File: src/rtl/acc_core.sv
// acc_core: single-clock FETCH/DECODE/EXEC accumulator CPU between a sync program ROM and a sync data RAM.
// Define ACC_CORE_CARRY_EN to get the carry flag plus ADC (D) / SBC (E); otherwise carry reads 0 and D/E are NOPs.
module acc_core #(
  parameter int DW  = 8,
  parameter int AW  = 8,
  parameter int MAW = 4
) (
  input  logic           clk,
  input  logic           rst,
  input  logic           ena,
  output logic [AW-1:0]  imem_addr,
  input  logic [MAW+3:0] imem_rdata,
  output logic [MAW-1:0] dmem_addr,
  output logic           dmem_re,
  output logic           dmem_we,
  output logic [DW-1:0]  dmem_wdata,
  input  logic [DW-1:0]  dmem_rdata,
  output logic [AW-1:0]  pc,
  output logic [DW-1:0]  acc,
  output logic           zero,
  output logic           carry,
  output logic           halted
);

  typedef enum logic [1:0] {S_FETCH, S_DECODE, S_EXEC, S_HALT} state_e;

  localparam logic [3:0] OP_LDA = 4'h1;
  localparam logic [3:0] OP_LDI = 4'h2;
  localparam logic [3:0] OP_STA = 4'h3;
  localparam logic [3:0] OP_ADD = 4'h4;
  localparam logic [3:0] OP_SUB = 4'h5;
  localparam logic [3:0] OP_AND = 4'h6;
  localparam logic [3:0] OP_OR  = 4'h7;
  localparam logic [3:0] OP_XOR = 4'h8;
  localparam logic [3:0] OP_SHL = 4'h9;
  localparam logic [3:0] OP_JMP = 4'hA;
  localparam logic [3:0] OP_BZ  = 4'hB;
  localparam logic [3:0] OP_HLT = 4'hC;
`ifdef ACC_CORE_CARRY_EN
  localparam logic [3:0] OP_ADC = 4'hD;
  localparam logic [3:0] OP_SBC = 4'hE;
`endif

  state_e         state_q, state_next;
  logic [MAW+3:0] instr_q;
  logic [AW-1:0]  pc_q, pc_next;
  logic [DW-1:0]  acc_q, acc_next;
  logic           zero_q, acc_wr, go;
  logic [3:0]     dec_op, op;
  logic [MAW-1:0] dec_operand, operand;
  logic [DW-1:0]  m, add_res, sub_res;

  assign dec_op      = imem_rdata[MAW+3:MAW];
  assign dec_operand = imem_rdata[MAW-1:0];
  assign op          = instr_q[MAW+3:MAW];
  assign operand     = instr_q[MAW-1:0];
  assign m           = dmem_rdata;
  // Strobes are qualified combinationally so a frozen or resetting core never issues one.
  assign go          = ena && !rst;

  function automatic logic reads_mem(input logic [3:0] o);
    case (o)
      OP_LDA, OP_ADD, OP_SUB, OP_AND, OP_OR, OP_XOR, OP_JMP, OP_BZ: reads_mem = 1'b1;
`ifdef ACC_CORE_CARRY_EN
      OP_ADC, OP_SBC: reads_mem = 1'b1;
`endif
      default: reads_mem = 1'b0;
    endcase
  endfunction

  // NOTE: every output of a combinational block gets a default first, so no path infers a latch.
  always_comb begin
    state_next = state_q;
    dmem_re    = 1'b0;
    dmem_we    = 1'b0;
    case (state_q)
      S_FETCH:  state_next = S_DECODE;
      S_DECODE: begin
        state_next = S_EXEC;
        dmem_re    = go && reads_mem(dec_op);
      end
      S_EXEC: begin
        state_next = (op == OP_HLT) ? S_HALT : S_FETCH;
        dmem_we    = go && (op == OP_STA);
      end
      default:  state_next = S_HALT;
    endcase
  end

`ifdef ACC_CORE_CARRY_EN
  logic          carry_q, carry_next, add_cout, sub_nob;
  logic [DW:0]   add_full, sub_full;
  assign add_full = {1'b0, acc_q} + {1'b0, m} + (DW+1)'(op == OP_ADC && carry_q);
  assign sub_full = {1'b0, acc_q} - {1'b0, m} - (DW+1)'(op == OP_SBC && !carry_q);
  assign add_res  = add_full[DW-1:0];
  assign add_cout = add_full[DW];
  assign sub_res  = sub_full[DW-1:0];
  assign sub_nob  = !sub_full[DW];
  assign carry    = carry_q;
`else
  assign add_res  = acc_q + m;
  assign sub_res  = acc_q - m;
  assign carry    = 1'b0;
`endif

  always_comb begin
    pc_next  = pc_q + AW'(1);
    acc_next = acc_q;
    acc_wr   = 1'b0;
`ifdef ACC_CORE_CARRY_EN
    carry_next = carry_q;
`endif
    case (op)
      OP_LDA: begin acc_next = m;              acc_wr = 1'b1; end
      OP_LDI: begin acc_next = DW'(operand);   acc_wr = 1'b1; end
      OP_ADD: begin
        acc_next = add_res;
        acc_wr   = 1'b1;
`ifdef ACC_CORE_CARRY_EN
        carry_next = add_cout;
`endif
      end
      OP_SUB: begin
        acc_next = sub_res;
        acc_wr   = 1'b1;
`ifdef ACC_CORE_CARRY_EN
        carry_next = sub_nob;
`endif
      end
      OP_AND: begin acc_next = acc_q & m;      acc_wr = 1'b1; end
      OP_OR:  begin acc_next = acc_q | m;      acc_wr = 1'b1; end
      OP_XOR: begin acc_next = acc_q ^ m;      acc_wr = 1'b1; end
      OP_SHL: begin acc_next = {acc_q[DW-MAW-1:0], {MAW{1'b0}}}; acc_wr = 1'b1; end
      OP_JMP: pc_next = m[AW-1:0];
      OP_BZ:  if (zero_q) pc_next = m[AW-1:0];
      OP_HLT: pc_next = pc_q;
`ifdef ACC_CORE_CARRY_EN
      OP_ADC: begin acc_next = add_res; acc_wr = 1'b1; carry_next = add_cout; end
      OP_SBC: begin acc_next = sub_res; acc_wr = 1'b1; carry_next = sub_nob;  end
`endif
      default: ;
    endcase
  end

  // NOTE: state uses non-blocking assignments; reset is synchronous, so it lives inside the clocked branch.
  always_ff @(posedge clk) begin
    if (rst) begin
      state_q <= S_FETCH;
      instr_q <= '0;
      pc_q    <= '0;
      acc_q   <= '0;
      zero_q  <= 1'b1;
`ifdef ACC_CORE_CARRY_EN
      carry_q <= 1'b0;
`endif
    end else if (ena) begin
      state_q <= state_next;
      if (state_q == S_DECODE) instr_q <= imem_rdata;
      if (state_q == S_EXEC) begin
        pc_q <= pc_next;
        if (acc_wr) begin
          acc_q  <= acc_next;
          zero_q <= (acc_next == '0);
        end
`ifdef ACC_CORE_CARRY_EN
        carry_q <= carry_next;
`endif
      end
    end
  end

  // Operand is still on the ROM bus during DECODE; afterwards it comes from the latched instruction.
  assign dmem_addr  = (state_q == S_DECODE) ? dec_operand : operand;
  assign dmem_wdata = acc_q;
  assign imem_addr  = pc_q;
  assign pc         = pc_q;
  assign acc        = acc_q;
  assign zero       = zero_q;
  assign halted     = (state_q == S_HALT);

endmodule

File: config.mk
export PLATFORM = sky130hd
export DESIGN_NAME = acc_core
export DESIGN_NICKNAME = d
export VERILOG_FILES = /design/src/rtl/acc_core.sv
export SDC_FILE = /design/constraint.sdc
export NUM_CORES = 1
export LEC_CHECK = 0
export ABC_AREA = 1
export CAP_MARGIN = 40
export CORE_AREA = 2 2 76 78
export CTS_CLUSTER_SIZE = 8
export DETAILED_ROUTE_END_ITERATION = 16
export DIE_AREA = 0 0 78 80
export PLACE_DENSITY = 0.83
export SLEW_MARGIN = 20
export SYNTH_ARGS = -nofsm -noshare
export SYNTH_HDL_FRONTEND = slang
export SYNTH_SLANG_ARGS = --single-unit
File: constraint.sdc
create_clock -name clk -period 2.7 [get_ports clk]
set_input_delay 0.54 -clock clk [delete_from_list [all_inputs] [get_ports clk]]
set_output_delay 0.54 -clock clk [all_outputs]
set_load 0.05 [all_outputs]
======== Yosys cells after proc, flatten, opt, wreduce, memory -nomap -nowiden ========
Memories as Yosys holds them, arrays and structs flattened.
Index checks and enable logic that the tools add are counted.
cells by class
  reduce and logical (&&, ||, !) cells .... 10
  equal/unequal tests ..................... 15
  add/subtract/negate cells ............... 3
  bitwise operators ....................... 4
  multiplexer cells ....................... 10
operators by type and width
  operator                                       count
  case mux 8 bit (8 select lines)                1
  case mux 8 bit (3 select lines)                1
  == test 4 bit, second input constant           5
  == test 4 x 3 -> 1 bit, second input constant  4
  adder 8 x 1 -> 8 bit, second input constant    1
  adder 8 bit                                    1
  bitwise AND 8 bit                              1
  == test 4 x 2 -> 1 bit, second input constant  2
  logical NOT 8 bit                              1
  2-to-1 mux 8 bit                               1
  bitwise OR 8 bit                               1
  OR reduction 8 bit                             1
  subtractor 8 bit                               1
  XOR 8 bit                                      1
  case mux 2 bit (3 select lines)                1
  AND reduction 3 bit                            2
  == test 2 bit, second input constant           2
  == test 4 x 1 -> 1 bit, second input constant  1
  2-to-1 mux 1 bit                               4
  2-to-1 mux 4 bit                               1
  logical AND 1 bit                              3
  == test 2 x 1 -> 1 bit, second input constant  1
  logical NOT 2 bit                              1
  2-to-1 mux 2 bit                               1
  other kinds (3)                                3
storage, ports and cells
  memory bits (read-only) ................. 16
  output and inout port bits .............. 41
  memories kept ........................... 1
  word-level logic and storage cells ...... 48
  register bits after elaboration ......... 27
memories
  name              words  width  read ports  clocked after Yosys merged registers in  wr ports  line  RTL
  (name not given)  16     1      1           0                                        0         62    case (o)

======== Longest topological paths before layout ========
  depth in word-level cells ............... 4
  depth in mapped cells ................... 18
  depth with buffers taken out ............ 18

======== Worst setup path after synthesis ========
OpenSTA, ideal clock, no wires.
  path type ............................... input port to output port
  from .................................... in rst
  to ...................................... out dmem_we
  stages on the path ...................... 3
  data required time ...................... 2.160 ns
  path slack .............................. -0.073 ns
  arrival time ............................ 2.233 ns
  path through ............................ inv_1 nand2_1 nor4_1
between the ends
  longest elaborated chain between the ends .. 4
RTL lines
  item               line  RTL
  from (decl)        9     input logic rst,
  logical NOT 1 bit  59    assign go = ena && !rst;
  logical AND 1 bit  59
  logical AND 1 bit  84    dmem_we = go && (op == OP_STA);
  2-to-1 mux 1 bit   76    case (state_q)
  to (decl)          15    output logic dmem_we,
No other way between the ends.

======== Worst setup path in the final report ========
  from .................................... in dmem_rdata[1]
  to ...................................... reg zero_q, in the netlist zero
between the ends
  longest elaborated chain between the ends .. 3
  elaborated cells on any way between the ends .. 7
  those cells by class .................... 2 x add/sub; 1 x mux; 3 x bitwise; 1 x reduce/logical
RTL lines
  item                                            line  RTL
  from (decl)                                     17    input logic [DW-1:0] dmem_rdata,
  subtractor 8 bit, or another cell as far along  102   assign sub_res = acc_q - m;
  case mux 8 bit (8 select lines) *               113   case (op)
  logical NOT 8 bit *                             163   zero_q <= (acc_next == '0);
  to (signal assigned)                            163
  to (decl)                                       48    logic zero_q, acc_wr, go;
Mark *: on every way between the ends. The rest lies on a longest branch, timed or not.
A chain may end at the register's enable or synchronous reset.

==> impl_metrics.toml <==
[global_route]
gr-usage-all-layers_pct = 25.1
grt_pass1_vias = 2802
antenna_found_initial = 0
overflow = 0
grt_first_pass_wirelength_um = 12500
grt_max_degree = 18

[worst_setup_path]
cp_data_arrival_time_ps = 2730
r2r_slack_ps = 220
path_cells = "clkdlybuf4s15_1, inv_2, ha_2, nand3_2, o31ai_4, xor2_1, inv_1, ha_4, nand2_1, inv_1, a21oi_1, nand2_1, nand3_1, nand3_1, nand2_1, nand2_1, nand4_1, nand2_1"
crit_family = "simple AND/OR/NAND/NOR gates"
critPathBufInv = 4
required_ps = 2890
endpoint_kind = "flop"
critPathMaxStageDelay_ps = 260
cp_max_fo = 4
cpMostUsedCell = "nand2_1"
slowest_stage = "clkdlybuf4s15_1"
start_kind = "input port"
critPathKind = "input port to flop"

[sta]
fin_skew_ps = 6.44
hold_violations = 0
min_period_over_period_pct = 94.2
finalSetupViolCount = 0
slew_viol_final = 0
setup_slack_ps = 157
worst_pin_slew_ps = 571
layout_min_cycle_time_ps = 2540
fin_setup_tns_ps = 0
rsz0062_at_grt = "false"
fmax_ghz = 0.393
slew-limit-headroom_pct = 61.8

[detailed_routing]
drcViolationCount = 0
wl_met3_um = 463
routed_wl_um = 7890
drt-wirelength-per-cell_um = 13.4
met2_length_um = 3830
highest_layer = "met4"
via_per_inst = 5.26
wl_met1_um = 3520
first_pass_iters = 5
antenna_left = 0
vias = 3091
drt_iter0_drc = 179

[synth]
ys_types = 40
async_flop_share_pct = 0
seq_area_frac_synth_pct = 19.9
synthTopCellsByCount = "nand2_1, inv_1, nand3_1, nor2_1, o21ai_0"
yosys.area_share.adder_pct = 12.3
synth_top_area_cell = "dfxtp_1"
synthCells = 441
ys_top_cells_by_area = "dfxtp_1, nand2_1, ha_1, inv_1, nand3_1"
synth_compound_area_share_pct = 15.3
synth-seq-cells = 27
mappedNetlistArea_mm2 = 0.00271
yosysTopAreaCellShare_pct = 19.9
syn_nets = 486
synth_top_family_by_area = "simple AND/OR/NAND/NOR gates"
synthFlopType = "dfxtp_1"
avgSynthCellArea_um2 = 6.15
yosysWarnings = 0
synth-simple-area-share_pct = 33.4
muxShareOfSynthArea_pct = 0
synth_edf_count = 0
synth-xor-area-share_pct = 2.58
yosys.cell_count.top_type = "nand2_1"

[clock_tree]
clk_pin_slew_ps = 110
cts_sinks = 27
root_buffer = "clkbuf_8"
hold_buffers = 0
cts_made_buffers = 3
cts_tree = "built"
htreeDepth = 1
cts_buffer_depth = 2
insertion_delay_ps = 290

[power_and_ir_drop]
p_leak_nw = 1.80
power.density_mw_per_mm2 = 311
ir_drop_mv = 0.211

[cells_and_area]
finalInstanceArea_mm2 = 0.00362
drive_gt1_share_pct = 14.5
final_nets = 562
instances_no_fill = 588
nFillCells = 502
diodes = 0
area_growth_syn_to_layout_pct = 33.4

[place]
placed_cells = 583
dp_hpwl_um = 6220
place.gp.congestion = 0.920
dpl-instance-area_mm2 = 0.00350
port_buffers = 58
post-place-ws_ps = -454

[floorplanning]
io-pin-count = 60
core_mm2 = 0.00541
die_w_um = 78
start_util_pct = 50.2
rows = 27
dieArea_mm2 = 0.00624
die_h_um = 80

[flow_run]
cap_viol_max_count = 0

[hold_path]
min_path_type = "flop to flop"

[outcome]
outcome = "complete, no violations"
through the flow:
step	utilization [%]	hold WS, ps	total power [W]
3_5_place_dp	64.8	468	0.000859
3_3_place_gp	64.8	472	0.000851
4_1_cts	66.2	487	0.00112
2_1_floorplan	-	440	0.000695
5_1_grt	66.9	515	0.00119
6_report	66.9	492	0.00113
worst paths after layout:
kind	startpoint	to	cells past startpoint
min reg2reg	imem_addr[7]$_SDFFE_PP0P_	imem_addr[7]$_SDFFE_PP0P_	2
max reg2reg	instr_q[5]$_SDFFE_PP0P_	zero$_SDFFE_PP1P_	14
min	imem_addr[7]$_SDFFE_PP0P_	imem_addr[7]$_SDFFE_PP0P_	2
max	dmem_rdata[1]	zero$_SDFFE_PP1P_	18
power breakdown:
| part | internal [W] | total [W] | switching (W) | leakage [nW] |
|---|---|---|---|---|
| combinational | 0.000172 | 0.000439 | 0.000267 | 1.56 |
| clock | 0.000109 | 0.000260 | 0.000151 | 0.0261 |
| sequential | 0.000411 | 0.000428 | 0.0000166 | 0.219 |
| total | 0.000692 | 0.00113 | 0.000434 | 1.80 |
routing by layer:
| layer | vias to the layer above | track usage [%] |
|---|---|---|
| met2 | 123 | 45.4 |
| li1 | 1546 | - |
| met3 | 12 | 1.92 |
| met5 | - | 0 |
| met4 | 0 | 5.09 |
| met1 | 1410 | 32.6 |
worst register-to-register path, cell delays in order (launching register included):
cell     delay (ps)
dfxtp_1         490
nor2_2          100
nand2_2         140
buf_4           170
nand2_1          80
xor2_1          150
ha_1            360
nand2_1          90
or2_2           320
nand4_1          80
nand3_1          90
nand2_1         120
nand2_1          60
nand4_1          90
nand2_1          60
cells in the final DEF (no fill, tap or decap), types with 3 or more instances in the layout:
cell             Yosys  final
inv_2                5      8
o21ai_0             34     33
clkdlybuf4s50_1      0     48
clkbuf_8             0      3
nand3_1             43     42
inv_1               72     69
ha_1                25     23
nand2_1             98     97
a21oi_1             26     25
nor2_1              43     43
dfxtp_1             27     27
nand2_2              4      5
xor2_1               7      7
buf_4               17     38
nand4_1              3      3
o211ai_1             4      4
area by class of cell:
class / instances / area, um2 / share of cell area, %
Multi-Input combinational cell: 314 / 1790 / 49.4
Timing Repair Buffer: 92 / 850 / 23.5
Sequential cell: 27 / 541 / 14.9
Inverter: 79 / 299 / 8.27
Tap cell: 72 / 90.1 / 2.49
Clock buffer: 3 / 41.3 / 1.14
Clock inverter: 1 / 8.76 / 0.242
cells by family after synthesis:
group                    Yosys count
AO/OA/AOI/OAI                     75
AND/OR/NAND/NOR                  204
adder cells (fa/ha/maj)           26
XOR/XNOR                           8
other                              1
flip-flops                        27
buffers and inverters            100
state kept, by name, summed over array words and instances (netlist names):
name / cells
state_q: 2
instr_q: 8
imem_addr: 8
zero: 1
acc: 8
repair_timing:
action,CTS,global route
setup buffers,0,1
setup endpoints to repair,3,7
resized for setup,7,12
pin swaps,3,4
cloned,0,0
(Power assumes the default switching activity.)
